[config.mk]
export PLATFORM = sky130hd
export DESIGN_NAME = fifo_wr_ctrl
export DESIGN_NICKNAME = d
export VERILOG_FILES = /design/src/rtl/fifo_pkg.sv /design/src/rtl/fifo_gray_ptr.sv /design/src/rtl/fifo_wr_ctrl.sv
export SDC_FILE = /design/constraint.sdc
export NUM_CORES = 1
export LEC_CHECK = 0
export ABC_CLOCK_PERIOD_IN_PS = 3800
export BUFFER_PORTS_ARGS = -buffer_cell sky130_fd_sc_hd__buf_2
export CELL_PAD_IN_SITES_DETAIL_PLACEMENT = 0
export CELL_PAD_IN_SITES_GLOBAL_PLACEMENT = 1
export CORE_ASPECT_RATIO = 1.5
export CORE_MARGIN = 2
export CORE_UTILIZATION = 31
export DETAILED_ROUTE_END_ITERATION = 8
export PLACE_DENSITY_LB_ADDON = 0.12
export SLEW_MARGIN = 5
export SYNTH_ARGS = -nofsm -noshare
export SYNTH_HDL_FRONTEND = slang
export SYNTH_HIERARCHICAL = 1
export SYNTH_SLANG_ARGS = --single-unit
[constraint.sdc]
create_clock -name wclk -period 3.8 [get_ports wclk]
set_input_delay 0.76 -clock wclk [delete_from_list [all_inputs] [get_ports wclk]]
set_output_delay 0.76 -clock wclk [all_outputs]
set_load 0.05 [all_outputs]
[src/rtl/fifo_pkg.sv]
// Shared FIFO helpers: depth, binary/Gray conversion and the write-side status bundle.
// Used by both the write and read controllers.
package fifo_pkg;

  // Pointer helpers work on up to 32-bit pointers; callers pass the live width.
  localparam int unsigned PTR_MAX_W = 32;

  typedef logic [PTR_MAX_W-1:0] ptr_max_t;

  typedef struct packed {
    logic wfull;
    logic wr_almost_ful;
    logic overflow;
  } wr_status_t;

  function automatic int unsigned depth_of(input int unsigned addr_width);
    return 32'd1 << addr_width;
  endfunction

  function automatic ptr_max_t width_mask(input int unsigned width);
    ptr_max_t m;
    if (width >= PTR_MAX_W) m = '1;
    else                    m = (ptr_max_t'(1) << width) - ptr_max_t'(1);
    return m;
  endfunction

  function automatic ptr_max_t bin2gray(input ptr_max_t bin, input int unsigned width);
    return (bin ^ (bin >> 1)) & width_mask(width);
  endfunction

  // Each binary bit is the XOR of all Gray bits at or above it.
  function automatic ptr_max_t gray2bin(input ptr_max_t gray, input int unsigned width);
    ptr_max_t g;
    ptr_max_t bin;
    g   = gray & width_mask(width);
    bin = g;
    for (int unsigned i = 1; i < width; i++) begin
      bin = bin ^ (g >> i);
    end
    return bin;
  endfunction

endpackage

[src/rtl/fifo_gray_ptr.sv]
// Binary + Gray pointer register with increment enable and synchronous clear.
// The Gray copy is registered from the next binary value, so both change in the same cycle.
module fifo_gray_ptr
  import fifo_pkg::*;
#(
  parameter int unsigned PTR_WIDTH = 6
) (
  input  logic                 clk,
  input  logic                 clr,
  input  logic                 inc,
  output logic [PTR_WIDTH-1:0] bin,
  output logic [PTR_WIDTH-1:0] bin_next,
  output logic [PTR_WIDTH-1:0] gray
);

  assign bin_next = bin + PTR_WIDTH'(inc);

  // NOTE: sequential state uses non-blocking assignments so every flop samples pre-edge values.
  always_ff @(posedge clk) begin
    if (clr) begin
      bin  <= '0;
      gray <= '0;
    end else begin
      bin  <= bin_next;
      gray <= PTR_WIDTH'(bin2gray(ptr_max_t'(bin_next), PTR_WIDTH));
    end
  end

endmodule

[src/rtl/fifo_wr_ctrl.sv]
// Write-domain controller of the async FIFO: pointers, memory write port, full/almost-full,
// overflow, occupancy and write count. Optional peak-level tracking under FIFO_WR_PEAK_LEVEL_EN.
module fifo_wr_ctrl
  import fifo_pkg::*;
#(
  parameter int unsigned DATA_WIDTH = 32,
  parameter int unsigned ADDR_WIDTH = 5,
  parameter int unsigned CNT_WIDTH  = 6
) (
  input  logic                  wclk,
  input  logic                  sw_rst,
  input  logic [DATA_WIDTH-1:0] wdata,
  input  logic                  write_enable,
  input  logic [ADDR_WIDTH-1:0] afull_value,
  input  logic [ADDR_WIDTH:0]   rptr_gray_sync,
  output logic [ADDR_WIDTH:0]   wptr_gray,
  output logic                  mem_we,
  output logic [ADDR_WIDTH-1:0] mem_waddr,
  output logic [DATA_WIDTH-1:0] mem_wdata,
  output logic                  wfull,
  output logic                  wr_almost_ful,
  output logic                  overflow,
  output logic [CNT_WIDTH-1:0]  fifo_write_count,
  output logic [ADDR_WIDTH:0]   wr_level
`ifdef FIFO_WR_PEAK_LEVEL_EN
  ,
  input  logic                  peak_clr,
  output logic [ADDR_WIDTH:0]   wr_peak_level
`endif
);

  localparam int unsigned PTR_W = ADDR_WIDTH + 1;
  localparam int unsigned DEPTH = depth_of(ADDR_WIDTH);

  logic             accept;
  logic [PTR_W-1:0] wptr_bin;
  logic [PTR_W-1:0] wptr_bin_next;
  logic [PTR_W-1:0] rptr_bin;
  logic [PTR_W-1:0] level_next;
  wr_status_t       status_q;
  wr_status_t       status_d;

  // Registered wfull gates acceptance; the extra pointer MSB separates full from empty.
  assign accept = write_enable && !status_q.wfull;

  fifo_gray_ptr #(
    .PTR_WIDTH (PTR_W)
  ) u_wptr (
    .clk      (wclk),
    .clr      (sw_rst),
    .inc      (accept),
    .bin      (wptr_bin),
    .bin_next (wptr_bin_next),
    .gray     (wptr_gray)
  );

  assign rptr_bin   = PTR_W'(gray2bin(ptr_max_t'(rptr_gray_sync), PTR_W));
  assign level_next = wptr_bin_next - rptr_bin;

  always_comb begin
    status_d.wfull         = (level_next == PTR_W'(DEPTH));
    status_d.wr_almost_ful = (afull_value != '0) && (level_next >= {1'b0, afull_value});
    status_d.overflow      = write_enable && status_q.wfull;
  end

  always_ff @(posedge wclk) begin
    if (sw_rst) begin
      status_q         <= '0;
      mem_we           <= 1'b0;
      mem_waddr        <= '0;
      mem_wdata        <= '0;
      fifo_write_count <= '0;
      wr_level         <= '0;
    end else begin
      status_q <= status_d;
      mem_we   <= accept;
      wr_level <= level_next;
      if (accept) begin
        mem_waddr        <= wptr_bin[ADDR_WIDTH-1:0];
        mem_wdata        <= wdata;
        fifo_write_count <= fifo_write_count + CNT_WIDTH'(1);
      end
    end
  end

  assign wfull         = status_q.wfull;
  assign wr_almost_ful = status_q.wr_almost_ful;
  assign overflow      = status_q.overflow;

`ifdef FIFO_WR_PEAK_LEVEL_EN
  always_ff @(posedge wclk) begin
    if (sw_rst) begin
      wr_peak_level <= '0;
    end else if (peak_clr || (level_next > wr_peak_level)) begin
      wr_peak_level <= level_next;
    end
  end
`endif

endmodule

Yosys cells after proc, flatten, opt, wreduce, memory -nomap -nowiden
Index checks and enable logic that the tools add are counted.
Storage, ports and cells
  output and inout port bits: 59
  bits in registers: 65
Cells by class
  order comparisons: 1
  bitwise gates (word level): 7
  mux-type cells: 1
  reductions and logical operators: 5
  $add $sub $neg: 3
  equal/unequal tests: 1
Operators by type and width (count)
  6-bit by 5-bit bitwise XOR with 6-bit output: 2
  6-bit by 1-bit adder with 6-bit output: 1
  6-bit by 1-bit adder with 6-bit output, second input constant: 1
  6-bit bitwise AND: 1
  6-bit equality test, second input constant: 1
  6-bit by 5-bit >= comparator with 1-bit output: 1
  6-bit 2-to-1 mux: 1
  6-bit subtractor: 1
  6-bit by 1-bit bitwise XOR with 6-bit output: 1
  6-bit by 2-bit bitwise XOR with 6-bit output: 1
  6-bit by 3-bit bitwise XOR with 6-bit output: 1
  6-bit by 4-bit bitwise XOR with 6-bit output: 1
  5-bit nonzero test: 1
  1-bit logical AND: 3
  1-bit logical NOT: 1

Depth between registers and ports, before layout
Gate-level depths: netlist of the first run.
  depth in word-level cells: 8
  mapped depth: 15
  gate-level depth less buffers: 15

Hierarchy
The synthesis of the first run kept the hierarchy.
By module, submodules not included
  fifo_wr_ctrl: times used 1, seq. area each 1061.0 µm², cells an instance 261, area each 2172.1 µm²
  fifo_gray_ptr: times used 1, seq. area each 220.2 µm², cells an instance 42, area each 422.9 µm²

Worst setup path after synthesis of the first run
Ideal clock, no wire load.
  path type: input port to flip-flop
  start point: in write_enable
  end point: reg status_q, in the netlist wr_almost_ful
  library setup time: 0.140 ns
  arrival: 3.488 ns
  required time: 3.660 ns
  setup slack: 0.172 ns
  buffers on the path: 1
  cell stages on the path: 15
  cell sequence: nand2b_1 -> clkinv_1 -> clkbuf_1 -> ha_1 -> ha_1 -> inv_1 -> fa_1 -> xor2_1 -> inv_1 -> ha_1 -> o21ai_0 -> a21oi_1 -> or3_1 -> a21oi_1 -> a221oi_1
Between the ends
  longest elaborated chain between the ends: 5
RTL lines
  start, declared: RTL line fifo_wr_ctrl.sv:13  | input logic write_enable,
  1-bit logical AND: RTL line fifo_wr_ctrl.sv:44  | assign accept = write_enable && !status_q.wfull;
  named net accept: RTL line fifo_wr_ctrl.sv:35  | logic accept;
  6-bit by 1-bit adder with 6-bit output: RTL line fifo_gray_ptr.sv:16  | assign bin_next = bin + PTR_WIDTH'(inc);
  named net wptr_bin_next[1]: RTL line fifo_wr_ctrl.sv:37  | logic [PTR_W-1:0] wptr_bin_next;
  6-bit subtractor: RTL line fifo_wr_ctrl.sv:58  | assign level_next = wptr_bin_next - rptr_bin;
  named net level_next[2]: RTL line fifo_wr_ctrl.sv:39  | logic [PTR_W-1:0] level_next;
  6-bit by 5-bit >= comparator with 1-bit output: RTL line fifo_wr_ctrl.sv:62  | status_d.wr_almost_ful = (afull_value != '0) && (level_next >= {1'b0, afull_value});
  1-bit logical AND: RTL line fifo_wr_ctrl.sv:62
  end signal, assigned: RTL line fifo_wr_ctrl.sv:75  | status_q <= status_d;
  end, declared: RTL line fifo_wr_ctrl.sv:40  | wr_status_t status_q;
The timed path passes the listed nets, and every way through them passes these cells.
A chain may end at the register's enable or synchronous reset.

Worst setup path in the final report of the first run
  start point: in rptr_gray_sync[5]
  end point: reg status_q, in the netlist wr_almost_ful
Between the ends
  elaborated cells between the ends (all ways): 8
RTL lines
  start, declared: RTL line fifo_wr_ctrl.sv:15  | input logic [ADDR_WIDTH:0] rptr_gray_sync,
  6-bit by 4-bit bitwise XOR with 6-bit output: RTL line fifo_pkg.sv:38  | bin = bin ^ (g >> i);
  6-bit by 3-bit bitwise XOR with 6-bit output: RTL line fifo_pkg.sv:38
  6-bit by 2-bit bitwise XOR with 6-bit output: RTL line fifo_pkg.sv:38
  6-bit by 1-bit bitwise XOR with 6-bit output *: RTL line fifo_pkg.sv:38
  6-bit subtractor *: RTL line fifo_wr_ctrl.sv:58
  named net level_next[3]: RTL line fifo_wr_ctrl.sv:39
  6-bit by 5-bit >= comparator with 1-bit output *: RTL line fifo_wr_ctrl.sv:62
  1-bit logical AND *: RTL line fifo_wr_ctrl.sv:62
Mark *: on every way through the listed nets, which the timed path passes. The rest lies on a longest branch.

==> summary.txt, run 1 <==
Run status
  – Status: finished, final reports clean

Global route
  – Antenna violations before repair: 0
  – Largest net degree at the start of global routing: 43
  – First-pass GRT wire length: 10.1 mm
  – Number of global-route vias before repair: 2216
  – Overflow after GRT: 0
  – Total track usage: 14.4%

Timing
  – Final hold violation count: 0
  – RSZ-0062 raised after global routing: false
  – Setup TNS: 0 ns
  – Final Cycle Share: 90.2%
  – Slew @ Worst Pin: 0.505 ns
  – Fmax: 292 MHz
  – Slew HR: 66.3%
  – Max Slew Vio Count: 0
  – Fin crit period: 3.43 ns
  – Final Setup Violations: 0
  – Worst Slack Setup Final: 0.372 ns
  – Final Skew: 0.00468 ns

Power and ir drop
  – VDD IR max: 0.000223 V
  – Power, Total: 2030 uW
  – Pwr dens: 574 nW/um^2
  – Leakage: 0.00174 uW

Flow run
  – Max Cap Viol: 0

Place
  – Routability cong.: 0.774
  – Hpwl dp: 4.42 mm
  – Dpl ws: 0.0319 ns
  – PortBufs: 104

Die
  – Starting Density: 32.2%
  – FP Rows: 40
  – Chip width: 78.7 microns
  – Io pins: 105
  – Die H: 116 microns
  – Full die area: 9130 sq um
  – Core Area: 8060 sq um

Routing
  – Via density: 4.50
  – Routed wire length: 6.29 mm
  – Antenna viol nets, final: 0
  – DRC violations left: 0
  – DRT iter0 DRCs: 87
  – DR vias: 2339
  – Drt wl/cell: 12.1 microns
  – Drt pass-1 iters: 4

Synthesis
  – Number of flops mapped to enable cells by yosys: 0
  – Synth async-reset ratio: 0%
  – Mean Syn Cell Area: 8.56 sq um
  – Most used DFF post-synth: dfxtp_1
  – Synthesized area: 2590 sq um
  – Synth Register Bits: 64
  – Mapped Nets: 363
  – Seq/Total Area, Yosys: 49.4%
  – Synth cell types: 30
  – Ys Warns: 6
  – Cells after synthesis: 303

Setup path
  – Crit start category: primary input
  – CP arrival: 3.60 ns
  – CP delay by family, top: XOR/XNOR gates
  – Data required, critical path: 3.98 ns
  – Worst path cell trace: buf_2 -> xnor2_2 -> xor2_2 -> xor2_2 -> xor2_2 -> buf_4 -> ha_1 -> nor2b_1 -> o21ai_0 -> nor2b_1 -> xnor2_1 -> ha_1 -> or3_1 -> a21oi_1 -> a221oi_1
  – CP peak stage delay: 0.36 ns
  – Critical Setup Path Class: in -> reg
  – CP endpoint kind: flop
  – WP buf/inv: 2
  – Most frequent CP cell: xor2_2
  – CP max stage cell: or3_1
  – Worst Path Max Fanout: 3

Final layout
  – Final nets: 472
  – Area grow syn2layout: 36.1%
  – Share of layout cells above drive strength 1: 32.3%
  – Fin util: 43.8%
  – ANT cells: 0

Clocking
  – Sink Count: 64
  – CTS buffer count: 9
  – TritonCTS clock tree: built
  – Clock Pin Slew Worst Setup and Hold Paths: 0.05 ns
  – # H-tree levels: 3
  – Postcts setup bufs: 0
  – Clk buf depth: 2
  – Insertion delay to the later sink of the worst-skew pair: 0.32 ns
  – PostCTS Resize Cnt: 0
  – Cts hold-fix bufs: 0
  – Clock root cell: clkbuf_16

Hold path
  – Hold Path Class: reg -> reg
==> flip-flops by register name (all words and copies together), names as in the netlist <==
register,cells
u_wptr/bin,6
wfull,1
mem_we,1
overflow,1
mem_waddr,5
fifo_write_count,6
wr_almost_ful,1
u_wptr/gray,5
mem_wdata,32
wr_level,6
==> per-layer routing <==
metal | global-route usage [%] | vias to the layer above | wire, microns
met5 | 0 | - | 0
met4 | 9.24 | 0 | 192
met3 | 3.97 | 13 | 421
met2 | 24.4 | 75 | 3180
met1 | 15.8 | 1062 | 2490
li1 | - | 1189 | -
==> kinds of logic after synthesis <==
family,synth area share (%)
AOI/OAI and AO/OA,10.8
xor gates and xnor gates,8.58
adders and majority gates,7.04
buffers and inverters,4.48
DFF,49.4
muxes,0.434
and+or+nand+nor,19.2
==> layout by cell type, fill, tap and decap left out, drive strengths merged <==
| cell type | Yosys | routed |
|---|---|---|
| xor2 | 11 | 11 |
| nand2b | 1 | 1 |
| clkinv | 1 | 1 |
| a21o | 2 | 2 |
| clkbuf | 14 | 14 |
| dfxtp | 64 | 64 |
| fa | 1 | 1 |
| ha | 13 | 13 |
| a2111oi | 1 | 1 |
| nor2b | 7 | 7 |
| xnor2 | 11 | 11 |
| o21ai | 4 | 4 |
| or3 | 2 | 2 |
| nand2 | 82 | 82 |
| nand4 | 2 | 2 |
| or3b | 1 | 1 |
| inv | 13 | 13 |
| nand3 | 3 | 3 |
| nor4 | 1 | 1 |
| a21oi | 43 | 43 |
| nor2 | 21 | 21 |
| buf | 2 | 114 |
| a221oi | 1 | 1 |
| o21a | 1 | 1 |
| mux2 | 1 | 1 |
==> worst paths after layout <==
path | cells after the start | endpoint | from | slack [ns]
max reg2reg | 13 | wr_almost_ful$_SDFF_PP0_ | wfull$_SDFF_PP0_ | 0.70
min reg2reg | 2 | overflow$_SDFF_PP0_ | wfull$_SDFF_PP0_ | 0.45
min | 2 | overflow$_SDFF_PP0_ | wfull$_SDFF_PP0_ | 0.45
max | 15 | wr_almost_ful$_SDFF_PP0_ | rptr_gray_sync[5] | 0.37
==> synthesized netlist by cell type (2+ instances only) <==
cell,number,area (sq um)
dfxtp_1,64,1280
a21o_1,2,15.0
nor2_1,20,75.1
clkbuf_1,14,52.6
nand2_1,82,308
ha_1,13,163
xor2_2,3,48.8
o21ai_0,4,20.0
inv_1,13,48.8
nand4_1,2,12.5
nand3_1,2,10.0
a21oi_1,43,215
or3_1,2,12.5
xnor2_1,10,87.6
xor2_1,8,70.1
nor2b_1,7,43.8
==> stage by stage <==
stage / instances / hold slack (ns) / cell area [sq um]
after floorplan: 303 / 0.436 / 2590
after global placement: 506 / 0.438 / 3260
after CTS: 520 / 0.449 / 3530
after detailed placement: 506 / 0.441 / 3260
final: 520 / 0.446 / 3530
after global routing: 520 / 0.470 / 3530
==> worst reg2reg max path: stages (launching register included) <==
cell      delay [ns]
dfxtp_1         0.33
nand2b_1        0.13
clkinv_1        0.09
ha_1            0.23
ha_1            0.33
ha_1            0.31
nor2b_1         0.12
o21ai_0         0.20
nor2b_1         0.29
xnor2_1         0.12
ha_1            0.20
or3_1           0.36
a21oi_1         0.13
a221oi_1        0.09
==> cell type report <==
cell class	count	area, sq um
Fill cell	846	4530
Sequential cell	64	1280
Multi-Input combinational cell	209	1200
Tap cell	105	131
Timing Repair Buffer	114	596
Inverter	14	52.6
Clock buffer	14	274
==> report_power, final <==
part,internal (uW),leakage [uW],switching (uW)
Combinational,184,0.00108,356
Clock,486,0.000135,257
Sequential,725,0.000525,20.0
Total,1400,0.00174,633
Note: power is estimated with default switching activity, not from simulation.
==> run 2: changes to the inputs <==
--- a/config.mk
+++ b/config.mk
@@ -14,6 +14,7 @@
 export CORE_UTILIZATION = 31
 export DETAILED_ROUTE_END_ITERATION = 8
 export PLACE_DENSITY_LB_ADDON = 0.12
+export REMOVE_ABC_BUFFERS = 1
 export SLEW_MARGIN = 5
 export SYNTH_ARGS = -nofsm -noshare
 export SYNTH_HDL_FRONTEND = slang
==> run 2 against run 1 <==
- fmax shrank 0.52%
- global-route usage is 0.13 points higher
- worst setup slack lost 0.018 ns
- critical path depth grew 1
- utilization grew 0.50 points
- total power rose by 6.1%
- largest cell class unchanged
==> summary.txt, run 2 (synthesized netlist as in run 1, its figures left out) <==
Clocking
  – Postcts setup bufs: 0 (unchanged)
  – Insertion delay to the later sink of the worst-skew pair: 0.32 ns (about the same)
  – CTS buffer count: 9 (unchanged)
  – Cts hold-fix bufs: 0 (unchanged)
  – Clock Pin Slew Worst Setup and Hold Paths: 0.05 ns (about the same)
  – PostCTS Resize Cnt: 0 (unchanged)
  – Clock root cell: clkbuf_16
  – Sink Count: 64 (unchanged)
  – Clk buf depth: 2 (unchanged)
  – TritonCTS clock tree: built
  – # H-tree levels: 3 (unchanged)

Die
  – FP Rows: 40 (unchanged)
  – Io pins: 105 (unchanged)
  – Die H: 116 microns (unchanged)
  – Full die area: 9130 sq um (unchanged)
  – Starting Density: 32.2% (unchanged)
  – Chip width: 78.7 microns (unchanged)
  – Core Area: 8060 sq um (unchanged)

Final layout
  – Final instance area: 3570 sq um (+1.1%)
  – Post-Layout Cell Count: 520 (unchanged)
  – ANT cells: 0 (unchanged)
  – Commonest non-fill, non-tap cell in the layout: buf_2
  – Max FFs per register: 32 (unchanged)
  – Most frequent cells in the layout: buf_2, nand2_1, dfxtp_1
  – Area grow syn2layout: 37.7%
  – Share of layout cells above drive strength 1: 32.5% (+0.24 points)
  – Final nets: 471 (-0.21%)
  – Reg with most FFs: mem_wdata

Hold path
  – Min-Delay Endpoint: mem_wdata[12]$_SDFFE_PP0P_
  – Hold depth: 2 (unchanged)
  – Min-Delay Startpoint: mem_wdata[12]$_SDFFE_PP0P_
  – Hold Path Class: reg -> reg

Timing
  – Worst hold margin: 0.448 ns (+0.00179 ns)
  – Slew HR: 51.8% (-15 points)
  – Final Cycle Share: 90.7% (+0.47 points)
  – Slew @ Worst Pin: 0.723 ns (+0.218 ns)
  – Fin crit period: 3.45 ns (+0.0178 ns)
  – RSZ-0062 raised after global routing: false
  – Max Slew Vio Count: 0 (unchanged)
  – Final hold violation count: 0 (unchanged)
  – Fmax: 290 MHz (-0.52%)
  – Setup TNS: 0 ns (unchanged)
  – Final Skew: 0.00442 ns (-0.000259 ns)
  – Final Setup Violations: 0 (unchanged)

Place
  – Routability cong.: 0.798 (+3.2%)
  – Hpwl dp: 4.54 mm (+2.7%)
  – Placed cell areas: 3250 sq um (-0.23%)
  – Dpl cells: 505 (-0.20%)
  – PortBufs: 104 (unchanged)

Setup path
  – Worst path cell trace: buf_2 -> xnor2_2 -> xor2_2 -> xor2_2 -> xor2_2 -> xnor2_1 -> ha_1 -> fa_1 -> xor2_1 -> inv_1 -> ha_1 -> o21ai_0 -> a21oi_1 -> or3_1 -> a21oi_1 -> a221oi_1
  – Worst R2R Start: wfull$_SDFF_PP0_
  – Data required, critical path: 3.98 ns (about the same)
  – Crit start category: primary input
  – Worst r2r path cells: 13 (unchanged)
  – R2R setup slack: 0.65 ns (-0.05 ns)
  – Critical Setup Path Class: in -> reg
  – Reg-to-reg endpoint: wr_almost_ful$_SDFF_PP0_
  – Most frequent CP cell: xor2_2
  – CP max stage cell: fa_1
  – Worst Path Max Fanout: 2 (-1)
  – CP peak stage delay: 0.40 ns (+0.04 ns)
  – CP delay by family, top: XOR/XNOR gates
  – CP endpoint kind: flop
  – WP buf/inv: 2 (unchanged)
  – CP arrival: 3.62 ns (+0.02 ns)

Flow run
  – Max Cap Viol: 0 (unchanged)

Power and ir drop
  – Pwr dens: 602 nW/um^2 (+4.9%)
  – Switching part of the total: 29.8% (-1.4 points)
  – Cell-internal power: 1510 uW (+8.2%)
  – Clock power frac: 40.4% (+3.7 points)
  – Leakage: 0.00176 uW (+1.1%)
  – VDD IR max: 0.000246 V (+10%)
  – Sequential Power Share: 34.7% (-2.0 points)
  – Comb pwr share: 24.9% (-1.7 points)
  – P_sw: 641 uW (+1.3%)

Global route
  – Number of global-route vias before repair: 2247 (+1.4%)
  – Overflow after GRT: 0 (unchanged)
  – First-pass GRT wire length: 10.1 mm (+0.63%)
  – Total track usage: 14.5% (+0.13 points)
  – Antenna violations before repair: 0 (unchanged)
  – Largest net degree at the start of global routing: 43 (unchanged)

Routing
  – DR vias: 2295 (-1.9%)
  – DRC violations left: 0 (unchanged)
  – Drt pass-1 iters: 4 (unchanged)
  – Routed wire length: 6.36 mm (+1.2%)
  – Via density: 4.41 (-1.9%)
  – Antenna viol nets, final: 0 (unchanged)
  – Drt wl/cell: 12.2 microns (+1.2%)
  – DRT iter0 DRCs: 86 (-1.1%)

Run status
  – Status: finished, final reports clean
run 2: changes by cell type in the layout (fill, tap and decap cells not counted), sizes merged:
cell	delta
buf	-1
clkbuf	-2
clkinv	+1
bufinv	+2
run 2: worst max-delay path by stage:
stage / startpoint / endpoint / cells after the start
3_3_place_gp: rptr_gray_sync[5] / wr_almost_ful$_SDFF_PP0_ / 16
6_report: rptr_gray_sync[5] / wr_almost_ful$_SDFF_PP0_ / 16
5_1_grt: rptr_gray_sync[5] / wr_almost_ful$_SDFF_PP0_ / 15
4_1_cts: rptr_gray_sync[5] / wr_almost_ful$_SDFF_PP0_ / 16
3_5_place_dp: rptr_gray_sync[5] / wr_almost_ful$_SDFF_PP0_ / 16
2_1_floorplan: wfull$_SDFF_PP0_ / wr_almost_ful$_SDFF_PP0_ / 14
run 2: layout make-up:
cell class              count  area (sq um)
well taps                 105           131
clock buffers              12           256
multi-input cells         209          1200
inverters                  14          52.6
repair buffers            113           588
fillers                   874          4490
clock inverters             3          65.1
flip-flops and latches     64          1280
run 2: stage by stage:
step | worst slack (ns) | total power [uW] | util [%]
2_1_floorplan | -1.32 | 1130 | -
3_3_place_gp | 0.00957 | 1300 | 40.3
3_5_place_dp | -0.0119 | 1300 | 40.3
4_1_cts | 0.327 | 2190 | 44.3
5_1_grt | 0.0262 | 2270 | 44.3
6_report | 0.354 | 2150 | 44.3
run 2: worst register-to-register path: stages, from the launching register on:
cell and delay [ns]:
dfxtp_1 0.35, nand2b_1 0.14, clkinv_1 0.09, ha_1 0.24, ha_1 0.36, ha_1 0.31
nor2b_1 0.13, o21ai_0 0.18, nor2b_1 0.31, xnor2_1 0.13, ha_1 0.20, or3_1 0.37
a21oi_1 0.13, a221oi_1 0.09
run 2: power groups by stage:
stage	Clock, uW	Sequential [uW]	Combinational [uW]
after floorplan	0	930	203
after global placement	0	758	542
after detailed placement	0	759	544
after CTS	900	746	545
after global routing	933	749	592
final	869	745	537
run 2: layer usage:
| layer | share of wire, % | track usage [%] | up-vias |
|---|---|---|---|
| met1 | 38 | 15.2 | 1038 |
| met5 | 0 | 0 | - |
| li1 | - | - | 1183 |
| met4 | 2.6 | 8.42 | 0 |
| met2 | 53 | 25.9 | 62 |
| met3 | 5.8 | 4.13 | 12 |
